$ cat src/rtl/store_pkg.sv
// -----------------------------------------------------------------------------
// store_pkg
// Shared types and helpers for the store read-modify-write engine.
//   store_type_e : store width encoding (SB/SH/SW/SD) as carried on req_type
//   rmw_state_e  : sequencing states of store_rmw_unit
//   DW_BYTES     : bytes per memory doubleword
//   is_aligned() : natural-alignment check for a store width and byte offset
// -----------------------------------------------------------------------------
package store_pkg;

  localparam int DW_BYTES = 8;

  typedef enum logic [1:0] {
    ST_SB = 2'd0,
    ST_SH = 2'd1,
    ST_SW = 2'd2,
    ST_SD = 2'd3
  } store_type_e;

  typedef enum logic [1:0] {
    S_IDLE  = 2'd0,
    S_READ  = 2'd1,
    S_WAIT  = 2'd2,
    S_WRITE = 2'd3
  } rmw_state_e;

  // A store is aligned when its offset is a multiple of its size.
  function automatic logic is_aligned(input store_type_e st, input logic [2:0] off);
    logic ok;
    case (st)
      ST_SB:   ok = 1'b1;
      ST_SH:   ok = (off[0] == 1'b0);
      ST_SW:   ok = (off[1:0] == 2'b00);
      ST_SD:   ok = (off == 3'b000);
      default: ok = 1'b0;
    endcase
    return ok;
  endfunction

endpackage

$ cat src/rtl/store_lane_merge.sv
// -----------------------------------------------------------------------------
// store_lane_merge
// Combinational byte-lane merge of a right-justified store into a doubleword.
// Ports:
//   old_dw    in  64  doubleword read from memory
//   new_dw    in  64  store data, right-justified
//   st_type   in  2   store width (store_type_e)
//   offset    in  3   byte offset of the store inside the doubleword
//   merged_dw out 64  old_dw with the store's lanes replaced
// -----------------------------------------------------------------------------
module store_lane_merge
  import store_pkg::*;
(
  input  logic [63:0]  old_dw,
  input  logic [63:0]  new_dw,
  input  store_type_e  st_type,
  input  logic [2:0]   offset,
  output logic [63:0]  merged_dw
);

  localparam int DW_W = DW_BYTES * 8;

  logic [DW_W-1:0] size_mask_s;
  logic [DW_W-1:0] lane_mask_s;
  logic [DW_W-1:0] shifted_s;
  logic [5:0]      shamt_s;

  // Byte-granular mask covering the store's width, before positioning.
  always_comb begin
    case (st_type)
      ST_SB:   size_mask_s = 64'h0000_0000_0000_00FF;
      ST_SH:   size_mask_s = 64'h0000_0000_0000_FFFF;
      ST_SW:   size_mask_s = 64'h0000_0000_FFFF_FFFF;
      ST_SD:   size_mask_s = 64'hFFFF_FFFF_FFFF_FFFF;
      default: size_mask_s = 64'hFFFF_FFFF_FFFF_FFFF;
    endcase
  end

  // Bits of new_dw above the store width are discarded by the mask, so the
  // caller need not zero them.
  assign shamt_s     = {offset, 3'b000};
  assign lane_mask_s = size_mask_s << shamt_s;
  assign shifted_s   = new_dw << shamt_s;
  assign merged_dw   = (old_dw & ~lane_mask_s) | (shifted_s & lane_mask_s);

endmodule

$ cat src/rtl/store_rmw_unit.sv
// -----------------------------------------------------------------------------
// store_rmw_unit
// Sequential read-modify-write engine: reads the aligned doubleword enclosing
// a store, merges the store bytes into their lanes and writes it back. One
// store in flight; misaligned stores are accepted and rejected with a pulse.
// Configuration macro: STORE_SD_BYPASS_EN -- when defined, an aligned SD skips
// the read and writes req_data directly.
// Ports:
//   clk, rst_n            clock, asynchronous active-low reset
//   req_valid/req_ready   store request handshake (ready only in IDLE)
//   req_addr/data/type    store byte address, right-justified data, width
//   mem_rd_en/addr        one-cycle read strobe and aligned read address
//   mem_rd_data/valid     read return (only sampled while waiting)
//   mem_wr_en/addr/data   write request held until mem_wr_ack
//   mem_wr_ack            write accepted (only sampled while writing)
//   done                  one-cycle pulse when a store completes
//   misaligned            one-cycle pulse when a store is rejected
// -----------------------------------------------------------------------------
module store_rmw_unit
  import store_pkg::*;
#(
  parameter int ADDR_W = 64
) (
  input  logic              clk,
  input  logic              rst_n,
  input  logic              req_valid,
  output logic              req_ready,
  input  logic [ADDR_W-1:0] req_addr,
  input  logic [63:0]       req_data,
  input  logic [1:0]        req_type,
  output logic              mem_rd_en,
  output logic [ADDR_W-1:0] mem_rd_addr,
  input  logic [63:0]       mem_rd_data,
  input  logic              mem_rd_valid,
  output logic              mem_wr_en,
  output logic [ADDR_W-1:0] mem_wr_addr,
  output logic [63:0]       mem_wr_data,
  input  logic              mem_wr_ack,
  output logic              done,
  output logic              misaligned
);

  rmw_state_e        state_r;
  logic [ADDR_W-1:0] addr_r;
  logic [63:0]       data_r;
  store_type_e       type_r;
  logic [63:0]       merged_s;
  store_type_e       req_type_s;
  logic [ADDR_W-1:0] req_dw_addr_s;

  assign req_type_s    = store_type_e'(req_type);
  assign req_dw_addr_s = {req_addr[ADDR_W-1:3], 3'b000};

  store_lane_merge u_merge (
    .old_dw    (mem_rd_data),
    .new_dw    (data_r),
    .st_type   (type_r),
    .offset    (addr_r[2:0]),
    .merged_dw (merged_s)
  );

  // Store sequencing FSM; every output is a register updated here.
  always_ff @(posedge clk or negedge rst_n) begin
    if (!rst_n) begin
      state_r     <= S_IDLE;
      addr_r      <= '0;
      data_r      <= 64'h0;
      type_r      <= ST_SB;
      req_ready   <= 1'b1;
      mem_rd_en   <= 1'b0;
      mem_rd_addr <= '0;
      mem_wr_en   <= 1'b0;
      mem_wr_addr <= '0;
      mem_wr_data <= 64'h0;
      done        <= 1'b0;
      misaligned  <= 1'b0;
    end else begin
      // Pulse outputs default low each cycle.
      mem_rd_en  <= 1'b0;
      done       <= 1'b0;
      misaligned <= 1'b0;
      case (state_r)
        S_IDLE: begin
          if (req_valid && req_ready) begin
            if (is_aligned(req_type_s, req_addr[2:0])) begin
              addr_r <= req_addr;
              data_r <= req_data;
              type_r <= req_type_s;
`ifdef STORE_SD_BYPASS_EN
              if (req_type_s == ST_SD) begin
                // Full-doubleword store: nothing to preserve, skip the read.
                state_r     <= S_WRITE;
                req_ready   <= 1'b0;
                mem_wr_en   <= 1'b1;
                mem_wr_addr <= req_dw_addr_s;
                mem_wr_data <= req_data;
              end else begin
                state_r     <= S_READ;
                req_ready   <= 1'b0;
                mem_rd_en   <= 1'b1;
                mem_rd_addr <= req_dw_addr_s;
              end
`else
              state_r     <= S_READ;
              req_ready   <= 1'b0;
              mem_rd_en   <= 1'b1;
              mem_rd_addr <= req_dw_addr_s;
`endif
            end else begin
              // Rejected store: stay ready, touch no memory.
              misaligned <= 1'b1;
            end
          end
        end
        S_READ: begin
          state_r <= S_WAIT;
        end
        S_WAIT: begin
          if (mem_rd_valid) begin
            state_r     <= S_WRITE;
            mem_wr_en   <= 1'b1;
            mem_wr_addr <= {addr_r[ADDR_W-1:3], 3'b000};
            mem_wr_data <= merged_s;
          end
        end
        S_WRITE: begin
          if (mem_wr_ack) begin
            state_r   <= S_IDLE;
            mem_wr_en <= 1'b0;
            req_ready <= 1'b1;
            done      <= 1'b1;
          end
        end
        default: begin
          state_r   <= S_IDLE;
          mem_wr_en <= 1'b0;
          req_ready <= 1'b1;
        end
      endcase
    end
  end

endmodule

$ cat config.mk
export PLATFORM = sky130hd
export DESIGN_NAME = store_rmw_unit
export DESIGN_NICKNAME = d
export VERILOG_FILES = /design/src/rtl/store_pkg.sv /design/src/rtl/store_lane_merge.sv /design/src/rtl/store_rmw_unit.sv
export SDC_FILE = /design/constraint.sdc
export NUM_CORES = 1
export LEC_CHECK = 0
export CORE_AREA = 2 2 198 200
export CTS_CLUSTER_DIAMETER = 120
export CTS_CLUSTER_SIZE = 25
export DETAILED_ROUTE_END_ITERATION = 8
export DIE_AREA = 0 0 200 202
export PLACE_DENSITY = 0.73
export SETUP_SLACK_MARGIN = 0.05
export SYNTH_ARGS = -nofsm -noshare
export SYNTH_HDL_FRONTEND = slang
export SYNTH_SLANG_ARGS = --single-unit
$ cat constraint.sdc
create_clock -name clk -period 5.67 [get_ports clk]
set_clock_uncertainty 0.1 [all_clocks]
set_input_delay 1.701 -clock clk [delete_from_list [all_inputs] [get_ports clk]]
set_output_delay 1.701 -clock clk [all_outputs]
set_load 0.01 [all_outputs]
Yosys cells after proc, flatten, opt, wreduce, memory -nomap -nowiden
Index checks and enable logic that the tools add are counted.
{ "totals": {"register_bits": 323, "input_bits": 199, "out_inout_bits": 197, "wordCells": 69} }
{ "classes": {"eq_ne": 13, "shifts": 2, "mux": 24, "bitwise_logic": 5, "n_reduce_logical": 13} }
{ "op_table": {"columns": ["cell", "count"], "rows": [
  ["64-bit case mux with 4 select lines", 1],
  ["64-bit bitwise AND", 2],
  ["64-bit by 6-bit left shift with 64-bit output", 2],
  ["64-bit NOT", 1],
  ["64-bit bitwise OR", 1],
  ["1-bit 2-to-1 mux", 15],
  ["2-bit == test, second input constant", 6],
  ["2-bit logical NOT", 4],
  ["2-bit 2-to-1 mux", 4],
  ["2-bit inequality test, second input constant", 4],
  ["2-bit case mux with 4 select lines", 1],
  ["4-bit AND reduction", 2],
  ["2-bit by 1-bit == test with 1-bit output, second input constant", 3],
  ["3-bit AND reduction", 2],
  ["1-bit case mux with 2 select lines", 2],
  ["1-bit case mux with 4 select lines", 1],
  ["2-bit nonzero test", 2],
  ["3-bit logical NOT", 1],
  ["2-bit AND reduction", 1],
  ["1-bit logical AND", 1],
  ["1-bit NOT", 1]
]} }

Depth between registers and ports, before layout
Gate-level depths: netlist of the first run.
{ "logic_depth": {"word_depth": 7, "depth_mapped": 8} }

Modules after synthesis
A second synthesis of the first run with hierarchy kept.
{ "unflattened": {"hier_cells": 988, "area_unflattened_um2": 12715.9} }
{ "modules_own_cells": {"columns": ["mod", "instances", "cells_per_inst", "area_per_inst_um2", "seq_area_each_um2"], "rows": [
  ["store_rmw_unit", 1, 643, 10321.1, 6557.5],
  ["store_lane_merge", 1, 345, 2394.8, 0.0]
]} }

Least setup slack after synthesis of the first run
OpenSTA, ideal clock, no wires.
{ "synth_path": {"kind": "input -> register", "from": "input port req_addr[2]", "to": "register addr_r[19]", "setup_ps": 128, "arrival_time_ps": 3138, "required_time_ps": 5442, "path_slack_ps": 2305, "path_stages": 5, "n_path_buf": 2, "path_cell_list": "a21o_1 a2111oi_4 buf_2 buf_2 mux2_1"} }
{ "synth_between": {"elab_chain_cells": 5} }
{ "synth_lines": {"columns": ["element", "line", "rtl"], "rows": [
  ["start, declared", "store_rmw_unit.sv:28", "input logic [ADDR_W-1:0] req_addr,"],
  ["3-bit logical NOT", "store_pkg.sv:34", "ST_SD: ok = (off == 3'b000);"],
  ["1-bit case mux with 4 select lines", "store_pkg.sv:30", "case (st)"],
  ["1-bit 2-to-1 mux", "store_rmw_unit.sv:84", "if (req_valid && req_ready) begin"],
  ["1-bit 2-to-1 mux", "store_rmw_unit.sv:82", "case (state_r)"],
  ["3-bit AND reduction (no line)", null, null],
  ["end signal, assigned", "store_rmw_unit.sv:86", "addr_r <= req_addr;"],
  ["end, declared", "store_rmw_unit.sv:44", "logic [ADDR_W-1:0] addr_r;"]
]} }
No other way between the ends. The select of a mux whose other input is x is not followed.
A chain may end at the register's enable or synchronous reset.

Final worst setup path of the first run
{ "layout_path": {"from": "input port req_addr[2]", "to": "register addr_r[55]"} }
Same word-level chain as after synthesis.

==> metrics.yaml, run 1 <==
timing:
  hold_viol_final: 0
  tns_ps: 0
  finalMaxSlewViolations: 0
  rsz0062_at_grt: "no"
  worst_pin_slew_ps: 1210
  relSlewSlack: 0.187
  period_share: 0.656
  period_needed_ps: 3720
  setup_viol: 0
  max_freq_mhz: 269
die:
  die_w_um: 200
  io_pins: 396
  num_rows: 72
  placeableCoreArea_mm2: 0.0383
  die_h_um: 202
  start_util: 0.335
  dieArea_mm2: 0.0404
run_status:
  status: "finished clean"
placement:
  port_buffers: 389
  placed_cells: 1949
  place.gp.congestion: 0.880
  hpwl_mm: 30.7
  placed_area_mm2: 0.0167
pwr:
  p_int_w: 0.00249
  p_sw_frac: 0.222
  vdd_drop_max_uv: 210
  seqPwrFrac: 0.585
  clockPowerShare: 0.354
  leakage_nw: 7.73
  power_frac_comb: 0.061
  switchingPower_w: 0.000708
  pwr_density_cell_mw_per_mm2: 186
final_layout:
  drive_gt1_frac: 0.106
  nets: 1649
  area_growth_pct: 33.4
  fillers: 3597
  most-common-layout-cells: "clkdlybuf4s50_1, dfrtp_1, nand2_1, mux2_2, o21ai_0"
  multi_input_area_mm2: 0.00538
  final-seq-area_mm2: 0.00656
  layout_commonest_cell: "clkdlybuf4s50_1"
  stdcell_area_mm2: 0.0171
  fin_cells: 1976
  final_util: 0.448
job:
  drv_cap: 0
global_routing:
  grt_remaining_overflow: 0
  grt_max_degree: 96
  grt_pass1_vias: 10251
  track_usage: 0.200
  antenna_found_initial: 16
  grt_pass1_wl_mm: 62.0
logic_synthesis:
  synth_flop_cell: "dfrtp_1"
  synth_cell_types: 52
  async_flop_share: 1.00
  synth_top_cell_by_area: "dfrtp_1"
  synth-edff-count: 0
  syn_area_per_cell_um2: 11.0
  synthTopCellsByArea: "dfrtp_1, nand2_1, mux2_2"
  yosysTopAreaCellShare: 0.509
  ys_ff_latch: 262
  ys_seq_area_frac: 0.511
  syn_inst: 1167
  syn-cell-area_mm2: 0.0128
  yosysWarnings: 0
route:
  drtAntennaViolNets: 0
  route.detailed.drc: 0
  first_iter_violations: 696
  drtPass1Iterations: 5
  vias: 10014
  wl_per_cell_um: 20.8
  routed_wirelength_mm: 41.1
  viasPerCell: 5.07
min_path:
  min_to: "mem_wr_addr[29]"
  min_from: "mem_wr_addr[29]"
  hp-class: "register to register"
  min_path_cells: 2
worst_setup_path:
  cpPeakStageDelay_ps: 820
  worstSetupPathType: "input pin to register"
  cp_data_arrival_time_ps: 4010
  crit_chain: "clkdlybuf4s50_1 > a21o_1 > a2111oi_4 > buf_12 > mux2_2"
  rr_endpoint: "mem_wr_data[42]"
  required_ps: 5960
  start_kind: "input pin"
  cp-end-kind: "register"
  cp_max_fo: 53
  regToRegSetupSlack_ps: 2620
  slowest_stage: "a2111oi_4"
  r2r_cells: 5
  r2r-start: "addr_r[0]"
clock_network:
  cts_post_setup_buffers_inserted: 0
  cts_resized: 0
  htreeDepth: 1
  cts-root-buf: "clkbuf_16"
  cts_buffers: 14
  cts-hold-fix-buffers: 0
  cts.clk_slew.worst_paths_ps: 90
  clk_latency_ps: 510
  clock_sinks: 262
  cts_tree: "done"
  clock_path_buffers: 3
-- cell families after synthesis --
group | synth area share
mux | 0.203
other cells | 0.000292
fa+ha+maj | 0.00292
flops | 0.511
simple gates | 0.111
compound gates | 0.0988
buf+inv | 0.0726
-- worst max-delay path: cells and delay by family --
| family | cells | cell delay (ps) |
|---|---|---|
| compound gates | 2 | 1060 |
| buf+inv | 2 | 800 |
| mux | 1 | 390 |
-- cells in the mapped netlist, types with 2 or more instances --
cell,number
dfrtp_1,261
nand2_1,255
mux2_2,79
buf_4,75
o21ai_0,70
mux2i_1,56
mux2_1,44
clkbuf_1,38
nor2_1,32
mux4_2,29
buf_2,25
a211oi_1,23
a21oi_1,20
nor2b_1,18
nor3_1,18
inv_1,17
a221o_1,16
o22ai_1,11
a2111oi_0,9
a221oi_1,8
and3_1,8
o2bb2ai_1,8
buf_1,6
and2_1,5
ha_1,3
nand2b_1,3
o21a_1,3
a211o_1,2
a21o_1,2
-- worst max-delay path by stage --
stage,startpoint,end,slack (ps),cells after the start
2_1_floorplan,req_addr[2],addr_r[19],2300,5
3_3_place_gp,req_addr[2],addr_r[50],1440,5
3_5_place_dp,req_addr[2],addr_r[55],1380,5
4_1_cts,req_addr[2],addr_r[55],1920,5
5_1_grt,req_addr[0],data_r[16],1830,5
6_report,req_addr[2],addr_r[55],1950,5
-- layer usage --
metal	track usage	part of all wire	routed length, µm	vias up
met4	0.0791	0.039	1600	16
li1	-	-	-	4553
met3	0.0591	0.087	3580	79
met1	0.251	0.40	16600	4975
met5	0	0.0025	101	-
met2	0.322	0.47	19300	391
-- state kept, by name, summed over array words and instances (netlist names) --
name,flops
mem_rd_en,1
data_r,64
done,1
misaligned,1
addr_r,64
state_r,2
req_ready,1
mem_wr_en,1
mem_wr_data,64
mem_wr_addr,61
type_r,2
-- cell type report --
type	count	area share
sequential	262	0.383
multi-input combinational	747	0.314
tap	518	0.0378
inverter	18	0.00394
timing repair buffer	404	0.236
clock buffer	19	0.0228
antenna	7	0.00102
clock inverter	1	0.000949
-- power groups by stage --
stage          clock, W  combinational [W]  sequential (W)
3_5_place_dp          0           0.000197         0.00190
6_report        0.00113           0.000195         0.00187
2_1_floorplan         0          0.0000123         0.00190
5_1_grt         0.00124           0.000212         0.00187
3_3_place_gp          0           0.000196         0.00190
4_1_cts         0.00119           0.000199         0.00187
-- stage by stage --
stage | worst slack, ps | total power (W) | hold slack, ps
final | 1950 | 0.00319 | 378
after global routing | 1830 | 0.00332 | 409
after CTS | 1920 | 0.00325 | 383
after detailed placement | 1380 | 0.00210 | 362
after global placement | 1440 | 0.00210 | 357
after floorplan | 2300 | 0.00192 | 353
(Power assumes the default switching activity.)
==> run 2, diff against run 1 <==
==> constraint.sdc (replaced) <==
create_clock -name clk -period 3.45 [get_ports clk]
set_clock_uncertainty 0.1 [all_clocks]
set_input_delay 1.035 -clock clk [delete_from_list [all_inputs] [get_ports clk]]
set_output_delay 1.035 -clock clk [all_outputs]
set_load 0.01 [all_outputs]
==> metrics.yaml, run 2 (synthesis gave the netlist of run 1 again) <==
die:
  num_rows: 72  # unchanged
  placeableCoreArea_mm2: 0.0383  # unchanged
  die_w_um: 200  # unchanged
  io_pins: 396  # unchanged
  dieArea_mm2: 0.0404  # unchanged
  die_h_um: 202  # unchanged
  start_util: 0.335  # unchanged
route:
  wl_met1_mm: 16.6  # -0.26%
  wl_met3_mm: 3.61  # +0.81%
  route.detailed.drc: 0  # unchanged
  routed_wirelength_mm: 41.0  # -0.34%
  first_iter_violations: 680  # -2.3%
  topRoutingLayerUsed: "met5"
  drtAntennaViolNets: 0  # unchanged
  wl_per_cell_um: 20.5  # -1.4%
  viasPerCell: 5.08  # +0.16%
  vias: 10142  # +1.3%
  met2_length_mm: 18.9  # -1.6%
  drtPass1Iterations: 5  # unchanged
clock_network:
  cts.clk_slew.worst_paths_ps: 100  # about the same
  clk_latency_ps: 500  # about the same
  cts-root-buf: "clkbuf_16"
  clock_path_buffers: 3  # unchanged
  cts-hold-fix-buffers: 0  # unchanged
  cts_post_setup_buffers_inserted: 0  # unchanged
  cts_buffers: 14  # unchanged
  cts_resized: 0  # unchanged
  clock_sinks: 262  # unchanged
  cts_tree: "done"
  htreeDepth: 1  # unchanged
global_routing:
  antenna_found_initial: 13  # -3
  grt_remaining_overflow: 0  # unchanged
  grt_max_degree: 96  # unchanged
  grt_pass1_wl_mm: 62.1  # +0.20%
  track_usage: 0.200  # about the same
  grt_pass1_vias: 10187  # -0.62%
worst_setup_path:
  worstSetupPathType: "register to primary output"
  crit_chain: "clkdlybuf4s50_1"
  required_ps: 2310  # -3650 ps
  slowest_stage: "clkdlybuf4s50_1"
  cp_num_buf_inv: 1  # -1
  cp_max_fo: 3  # -94%
  cpPeakStageDelay_ps: 560  # -260 ps
  cp-end-kind: "primary output"
  start_kind: "register"
  cp_data_arrival_time_ps: 1620  # -2390 ps
  critPathTopFamily: "buffers and inverters"
timing:
  setup_viol: 0  # unchanged
  tns_ps: 0  # unchanged
  relSlewSlack: 0.447  # +0.259
  period_share: 0.798
  rsz0062_at_grt: "no"
  hold_viol_final: 0  # unchanged
  worst_pin_slew_ps: 809  # -402 ps
  max_freq_mhz: 363
  finalMaxSlewViolations: 0  # unchanged
  period_needed_ps: 2750
placement:
  hpwl_mm: 30.8  # +0.24%
  place.gp.congestion: 0.878  # -0.24%
  port_buffers: 389  # unchanged
pwr:
  leakage_nw: 7.89  # +2.0%
  vdd_drop_max_uv: 354  # +69%
  totalPowerFinal_w: 0.00524  # +64%
  pwr_density_cell_mw_per_mm2: 301  # +61%
final_layout:
  area_growth_pct: 35.5
  nets: 1673  # +1.5%
  most-common-layout-cells: "clkdlybuf4s50_1, dfrtp_1, nand2_1, mux2_2, o21ai_0"
  top_regs: "addr_r: 64 flops, data_r: 64 flops, mem_wr_data: 64 flops"
  drive_gt1_frac: 0.121  # +0.0147
  layout_commonest_cell: "clkdlybuf4s50_1"
min_path:
  hp-class: "input pin to async pin"
run_status:
  status: "finished clean"
job:
  drv_cap: 0  # unchanged
==> run 2: final cells by class <==
| class | instances | area [µm²] |
|---|---|---|
| Timing Repair Buffer | 428 | 4330 |
| Clock inverter | 1 | 16.3 |
| Fill cell | 3511 | 20900 |
| Clock buffer | 17 | 383 |
| Sequential cell | 262 | 6560 |
| Tap cell | 518 | 648 |
| Antenna cell | 7 | 17.5 |
| Multi-Input combinational cell | 747 | 5380 |
| Inverter | 18 | 67.6 |
==> run 2: stage by stage <==
step	utilization	setup WS, ps	hold slack (ps)	cell area [µm²]	std cells
3_3_place_gp	0.444	245	357	17000	1973
6_report	0.455	698	324	17400	1998
4_1_cts	0.454	668	350	17400	1991
5_1_grt	0.454	652	344	17400	1995
2_1_floorplan	-	751	353	12900	1172
3_5_place_dp	0.444	203	361	17000	1973
==> run 2: final timing paths <==
path | from | end | slack [ps] | cells after the start
max | req_ready | req_ready | 700 | 1
min | rst_n | mem_wr_data[21] | 320 | 1
max reg2reg | addr_r[2] | mem_wr_data[63] | 840 | 6
min reg2reg | mem_wr_addr[42] | mem_wr_addr[42] | 380 | 2
max in group asynchronous | rst_n | addr_r[30] | 2110 | 2
min in group clk | mem_wr_addr[42] | mem_wr_addr[42] | 380 | 2
==> run 2: metal layers <==
layer,vias to the layer above,GRT usage
li1,4606,-
met1,5024,0.253
met2,405,0.320
met3,95,0.0559
met4,12,0.0862
met5,-,0
==> run 2: power by group <==
part	leakage, nW	switching (W)	internal, W
combinational	4.10	0.000114	0.000211
clock	0.194	0.00104	0.000801
sequential	3.59	0	0.00307
total	7.89	0.00116	0.00408
